## config.mk

```make
export PLATFORM = sky130hd
export DESIGN_NAME = serial_adder_flat
export DESIGN_NICKNAME = d
export VERILOG_FILES = /design/src/rtl/serial_adder_pkg.sv /design/src/rtl/serial_adder_if.sv /design/src/rtl/digit_adder.sv /design/src/rtl/serial_adder.sv /design/src/flat_wrapper.sv
export SDC_FILE = /design/constraint.sdc
export NUM_CORES = 1
export LEC_CHECK = 0
export ABC_AREA = 1
export CORE_ASPECT_RATIO = 1.25
export CORE_UTILIZATION = 51
export DETAILED_ROUTE_END_ITERATION = 6
export PLACE_DENSITY = 0.75
export SLEW_MARGIN = 20
export SYNTH_ARGS = -nofsm -noshare
export SYNTH_HDL_FRONTEND = slang
export SYNTH_SLANG_ARGS = --single-unit
```

## constraint.sdc

```tcl
create_clock -name clk -period 1.7 [get_ports clk]
set_clock_uncertainty 0.15 [all_clocks]
set_input_delay 0.34 -clock clk [delete_from_list [all_inputs] [get_ports clk]]
set_output_delay 0.34 -clock clk [all_outputs]
set_load 0.01 [all_outputs]
```

## src/rtl/serial_adder_pkg.sv

```systemverilog
// Shared types and helpers for the digit-serial adder/subtractor.
package serial_adder_pkg;

   typedef enum logic {
      S_IDLE = 1'b0,
      S_RUN  = 1'b1
   } state_t;

   // Counter width for N digit steps, never narrower than one bit.
   function automatic int unsigned cnt_width(input int unsigned n);
      return (n > 32'd1) ? int'($clog2(n)) : 32'd1;
   endfunction

endpackage

```

## src/rtl/serial_adder_if.sv

```systemverilog
// Start/busy/done handshake plus operand and result bus of the serial adder.
interface serial_adder_if #(
   parameter int unsigned WIDTH = 8
);
   logic             start;
   logic             sub;
   logic             cin;
   logic [WIDTH-1:0] a;
   logic [WIDTH-1:0] b;
   logic             busy;
   logic             done;
   logic [WIDTH-1:0] sum;
   logic             cout;
   logic             ovf;

   modport master (
      output start, sub, cin, a, b,
      input  busy, done, sum, cout, ovf
   );

   modport slave (
      input  start, sub, cin, a, b,
      output busy, done, sum, cout, ovf
   );
endinterface

```

## src/rtl/digit_adder.sv

```systemverilog
// Combinational DIGIT-bit ripple adder built from a chain of full-adder cells.
module digit_adder #(
   parameter int unsigned DIGIT = 1
) (
   input  logic [DIGIT-1:0] i_x,
   input  logic [DIGIT-1:0] i_y,
   input  logic             i_ci,
   output logic [DIGIT-1:0] o_s,
   output logic             o_co
);
   logic [DIGIT:0] w_c;

   assign w_c[0] = i_ci;

   for (genvar i = 0; i < DIGIT; i++) begin : g_fa
      assign o_s[i]     = i_x[i] ^ i_y[i] ^ w_c[i];
      assign w_c[i + 1] = (i_x[i] & i_y[i]) | (w_c[i] & (i_x[i] ^ i_y[i]));
   end

   assign o_co = w_c[DIGIT];
endmodule

```

## src/rtl/serial_adder.sv

```systemverilog
// Multi-cycle adder/subtractor: consumes DIGIT bits per clock through a registered
// carry and publishes sum/cout/ovf with a one-cycle done pulse after N steps.
module serial_adder
   import serial_adder_pkg::*;
#(
   parameter int unsigned WIDTH = 8,
   parameter int unsigned DIGIT = 1
) (
   input  logic           clk,
   input  logic           rst,
   serial_adder_if.slave  bus
);
   if (WIDTH < 1 || DIGIT < 1 || (WIDTH % DIGIT) != 0) begin : g_bad_param
      $fatal(1, "serial_adder: WIDTH must be a non-zero multiple of DIGIT");
   end

   localparam int unsigned N  = WIDTH / DIGIT;
   localparam int unsigned CW = cnt_width(N);

   state_t           r_state;
   state_t           w_state_nxt;
   logic             w_accept;
   logic             w_step;
   logic             w_last;

   logic [WIDTH-1:0] r_a;
   logic [WIDTH-1:0] r_b;
   logic [WIDTH-1:0] r_res;
   logic [WIDTH-1:0] r_sum;
   logic [CW-1:0]    r_cnt;
   logic             r_carry;
   logic             r_sa;
   logic             r_sb;
   logic             r_cout;
   logic             r_ovf;
   logic             r_done;
   logic             r_busy;

   logic [WIDTH-1:0] w_b_eff;
   logic [WIDTH-1:0] w_res_nxt;
   logic [DIGIT-1:0] w_s;
   logic             w_co;

   assign w_b_eff = bus.sub ? ~bus.b : bus.b;

   digit_adder #(.DIGIT(DIGIT)) u_digit (
      .i_x  (r_a[DIGIT-1:0]),
      .i_y  (r_b[DIGIT-1:0]),
      .i_ci (r_carry),
      .o_s  (w_s),
      .o_co (w_co)
   );

   // New digit enters at the top; after N steps the LSB digit has reached bit 0.
   assign w_res_nxt = WIDTH'({w_s, r_res} >> DIGIT);

   always_ff @(posedge clk or posedge rst) begin
      if (rst) r_state <= S_IDLE;
      else     r_state <= w_state_nxt;
   end

   always_comb begin
      w_state_nxt = r_state;
      case (r_state)
         S_IDLE:  if (bus.start) w_state_nxt = S_RUN;
         S_RUN:   if (w_last)    w_state_nxt = S_IDLE;
         default: w_state_nxt = S_IDLE;
      endcase
   end

   always_comb begin
      w_accept = 1'b0;
      w_step   = 1'b0;
      w_last   = 1'b0;
      case (r_state)
         S_IDLE: w_accept = bus.start;
         S_RUN: begin
            w_step = 1'b1;
            w_last = (r_cnt == CW'(N - 1));
         end
         default: ;
      endcase
   end

   // Operand/result shifting; published results change only on the final step.
   always_ff @(posedge clk or posedge rst) begin
      if (rst) begin
         r_a     <= '0;
         r_b     <= '0;
         r_res   <= '0;
         r_sum   <= '0;
         r_cnt   <= '0;
         r_carry <= 1'b0;
         r_sa    <= 1'b0;
         r_sb    <= 1'b0;
         r_cout  <= 1'b0;
         r_ovf   <= 1'b0;
         r_done  <= 1'b0;
         r_busy  <= 1'b0;
      end else begin
         r_done <= 1'b0;
         if (w_accept) begin
            r_a     <= bus.a;
            r_b     <= w_b_eff;
            r_carry <= bus.sub ? 1'b1 : bus.cin;
            r_sa    <= bus.a[WIDTH-1];
            r_sb    <= w_b_eff[WIDTH-1];
            r_cnt   <= '0;
            r_busy  <= 1'b1;
         end else if (w_step) begin
            r_a     <= r_a >> DIGIT;
            r_b     <= r_b >> DIGIT;
            r_res   <= w_res_nxt;
            r_carry <= w_co;
            r_cnt   <= r_cnt + CW'(1);
            if (w_last) begin
               r_sum  <= w_res_nxt;
               r_cout <= w_co;
               r_ovf  <= (r_sa == r_sb) && (w_res_nxt[WIDTH-1] != r_sa);
               r_done <= 1'b1;
               r_busy <= 1'b0;
            end
         end
      end
   end

   assign bus.busy = r_busy;
   assign bus.done = r_done;
   assign bus.sum  = r_sum;
   assign bus.cout = r_cout;
   assign bus.ovf  = r_ovf;
endmodule

```

## src/flat_wrapper.sv

```systemverilog
// flat-port wrapper written by rule: the top's interface ports become plain ports
module serial_adder_flat import serial_adder_pkg::*;
#(
   parameter int unsigned WIDTH = 8,
   parameter int unsigned DIGIT = 1
)
  (clk, rst, bus_start, bus_sub, bus_cin, bus_a, bus_b, bus_busy, bus_done, bus_sum, bus_cout, bus_ovf);
  serial_adder_if #(.WIDTH(WIDTH)) bus_i ();
  input  logic clk;
  input  logic rst;
  input wire logic [$bits(bus_i.start)-1:0] bus_start;
  input wire logic [$bits(bus_i.sub)-1:0] bus_sub;
  input wire logic [$bits(bus_i.cin)-1:0] bus_cin;
  input wire logic [$bits(bus_i.a)-1:0] bus_a;
  input wire logic [$bits(bus_i.b)-1:0] bus_b;
  output wire logic [$bits(bus_i.busy)-1:0] bus_busy;
  output wire logic [$bits(bus_i.done)-1:0] bus_done;
  output wire logic [$bits(bus_i.sum)-1:0] bus_sum;
  output wire logic [$bits(bus_i.cout)-1:0] bus_cout;
  output wire logic [$bits(bus_i.ovf)-1:0] bus_ovf;
  assign bus_i.start = bus_start;
  assign bus_i.sub = bus_sub;
  assign bus_i.cin = bus_cin;
  assign bus_i.a = bus_a;
  assign bus_i.b = bus_b;
  assign bus_busy = bus_i.busy;
  assign bus_done = bus_i.done;
  assign bus_sum = bus_i.sum;
  assign bus_cout = bus_i.cout;
  assign bus_ovf = bus_i.ovf;
  serial_adder #(.WIDTH(WIDTH), .DIGIT(DIGIT)) u_core (.clk(clk), .rst(rst), .bus(bus_i));
endmodule
```

==> out/metrics.yaml <==
clock_tree:
  cts_buffer_depth: 2
  htree_levels: 2
  cts_tree: "done"
  cts_buffers: 5
  postCtsHoldBufs: 0
  clkLatencyLatePin_ns: 0.29
  cts-root-buf: "clkbuf_8"
  cts_setup_buffers: 0
  cts.sink_count: 42
  cts_resized: 0
  path_clk_slew_ns: 0.08
yosys:
  synthesis.area_um2: 1830
  syn-num-nets: 240
  synth_common_cells: "nand2_1, dfrtp_1, nand3_1, inv_1, o21ai_1"
  yosysTopAreaCell: "dfrtp_1"
  synth-seq-cells: 42
  synth_flop_cell: "dfrtp_1"
  yosysSeqAreaShare: 0.574
  synth.area.top_cells: "dfrtp_1, nand2_1, nand3_1"
  yosysWarningCount: 0
  syn_avg_cell_area_um2: 8.47
  yosysMostFrequentCell: "nand2_1"
  synth_edf_count: 0
  synth_top_area_share: 0.574
  syn_inst: 216
  synthArstFlopShare: 1.00
  synth_cell_types: 16
floorplanning:
  fp-row-count: 23
  pin_count: 33
  fp.dieW_um: 55.6
  die_area_um2: 3830
  die_h_um: 69.0
  start_util: 0.553
  core_area_um2: 3310
routing:
  drc: 0
  drtIter0Drc: 60
  viasPerCell: 4.99
  wire_per_inst_um: 11.6
  drt-pass1-iter-count: 4
  wl_um: 3340
  antenna_left: 0
  routed-via-count: 1443
setup_path:
  crit_required_ns: 1.21
  path_cells: "clkdlybuf4s50_1"
  slowest_delay_ns: 0.53
  ff2ff_path_depth: 6
  crit_slowest_cell: "clkdlybuf4s50_1"
  r2r_start: "u_core.r_a[0]"
  worstPathMaxFanout: 2
  regToRegSetupSlack_ns: 0.15
  crit_family: "buffers and inverters"
  end_kind: "primary output"
  cp.arrival_ns: 1.16
  worst-path-buf-inv: 1
  critPathLaunchType: "flop"
  reg2reg_to: "u_core.bus.ovf"
  worstSetupPathType: "reg2out"
place:
  place_congestion: 0.736
  place_area_um2: 2230
  numPortBuffers: 32
  place.detailed.hpwl_um: 2270
  place_inst: 282
layout:
  final_area_um2: 2340
  fillers: 267
  antenna_cells: 0
  postLayoutCoreUtil: 0.706
  drive_above_1_share: 0.0833
  final_nets: 276
  area_growth_pct: 27.6
  stdcell_count: 289
global_route:
  grt_pass1_vias: 1424
  antenna_found_initial: 0
  grt_overflow: 0
  grt_pass1_wl_um: 6000
  grt_max_degree: 43
  grt.total_usage: 0.205
pwr:
  vdd_drop_max_mv: 1.07
  p_leak_nw: 1.32
  powerDensity_nw_per_um2: 1540
timing:
  period_minus_slack_ns: 1.65
  setup-tns-final_ns: 0
  period_share: 0.973
  fin_hold_ws_ns: 0.258
  slew_violations: 0
  finalSetupViolations: 0
  max_freq_mhz: 604
  slew_headroom: 0.752
  hold_viol_final: 0
  worstMarginPinSlew_ns: 0.371
  rsz0062_at_grt: "no"
worst_hold_path:
  min_path_type: "in2async"
status:
  outcome: "finished clean"
run:
  maxCapViolCount: 0
[through the flow]
| stage | setup slack [ns] | power (mW) |
|---|---|---|
| CTS | 0.0160 | 3.67 |
| floorplan | 0.236 | 2.51 |
| detailed placement | 0.0684 | 3.07 |
| global placement | 0.0848 | 3.01 |
| global route | 0.00210 | 3.92 |
| finish | 0.0453 | 3.60 |
[routing by layer]
| metal | vias up | GRT usage | part of all wire |
|---|---|---|---|
| met2 | 31 | 0.373 | 0.50 |
| li1 | 738 | - | - |
| met4 | 0 | 0.0875 | 0.018 |
| met1 | 668 | 0.236 | 0.44 |
| met5 | - | 0 | 0 |
| met3 | 6 | 0.0485 | 0.043 |
[power breakdown]
part           switching (mW)  internal, mW  total, mW  leakage [nW]
logic                   0.714         0.637       1.35         0.735
clock network           0.320         0.276      0.596        0.0438
registers               0.243          1.41       1.66         0.542
[state kept, by name, summed over array words and instances (netlist names)]
name             cells
u_core.r_res         7
u_core.r_b           8
u_core.bus.done      1
u_core.bus.ovf       1
u_core.r_sa          1
u_core.r_cnt         3
u_core.r_sb          1
u_core.r_a           8
u_core.bus.sum       8
u_core.r_carry       1
u_core.bus.busy      1
u_core.bus.cout      1
u_core.r_state       1
[kinds of logic (layout without fill, tap and decap cells)]
family / after synthesis / in the layout / share of synthesized area
AND/OR/NAND/NOR: 121 / 121 / 0.275
adder cells (fa/ha/maj): 3 / 3 / 0.0246
buffers and inverters: 32 / 68 / 0.0752
AO/OA/AOI/OAI: 18 / 18 / 0.0506
flip-flops: 42 / 42 / 0.574
[layout by cell type, fill, tap and decap left out, drive strengths merged]
master / instances
dlymetal6s2s: 10
inv: 22
buf: 7
dfrtp: 42
fa: 1
o211ai: 1
clkdlybuf4s50: 22
or2: 1
nand2: 93
ha: 2
o21ai: 17
nor2: 4
clkinv: 2
clkbuf: 5
nand3: 23
[area by class of cell]
type	instances	area (µm²)	share of cell area
flip-flops and latches	42	1050	0.450
multi-input cells	142	642	0.275
repair buffers	39	435	0.186
inverters	22	82.6	0.0354
clock buffers	5	68.8	0.0295
well taps	37	46.3	0.0198
clock inverters	2	10.0	0.00428
[worst max path at each step]
stage	from	end	slack (ns)	cells past startpoint
global route	u_core.bus.sum[6]	bus_sum[6]	0.002	1
global placement	bus_start	u_core.r_sb	0.08	6
finish	u_core.bus.sum[6]	bus_sum[6]	0.05	1
CTS	u_core.bus.sum[7]	bus_sum[7]	0.02	1
floorplan	rst	u_core.bus.busy	0.24	1
detailed placement	bus_start	u_core.r_b[7]	0.07	5
Note: power is estimated with default switching activity, not from simulation.
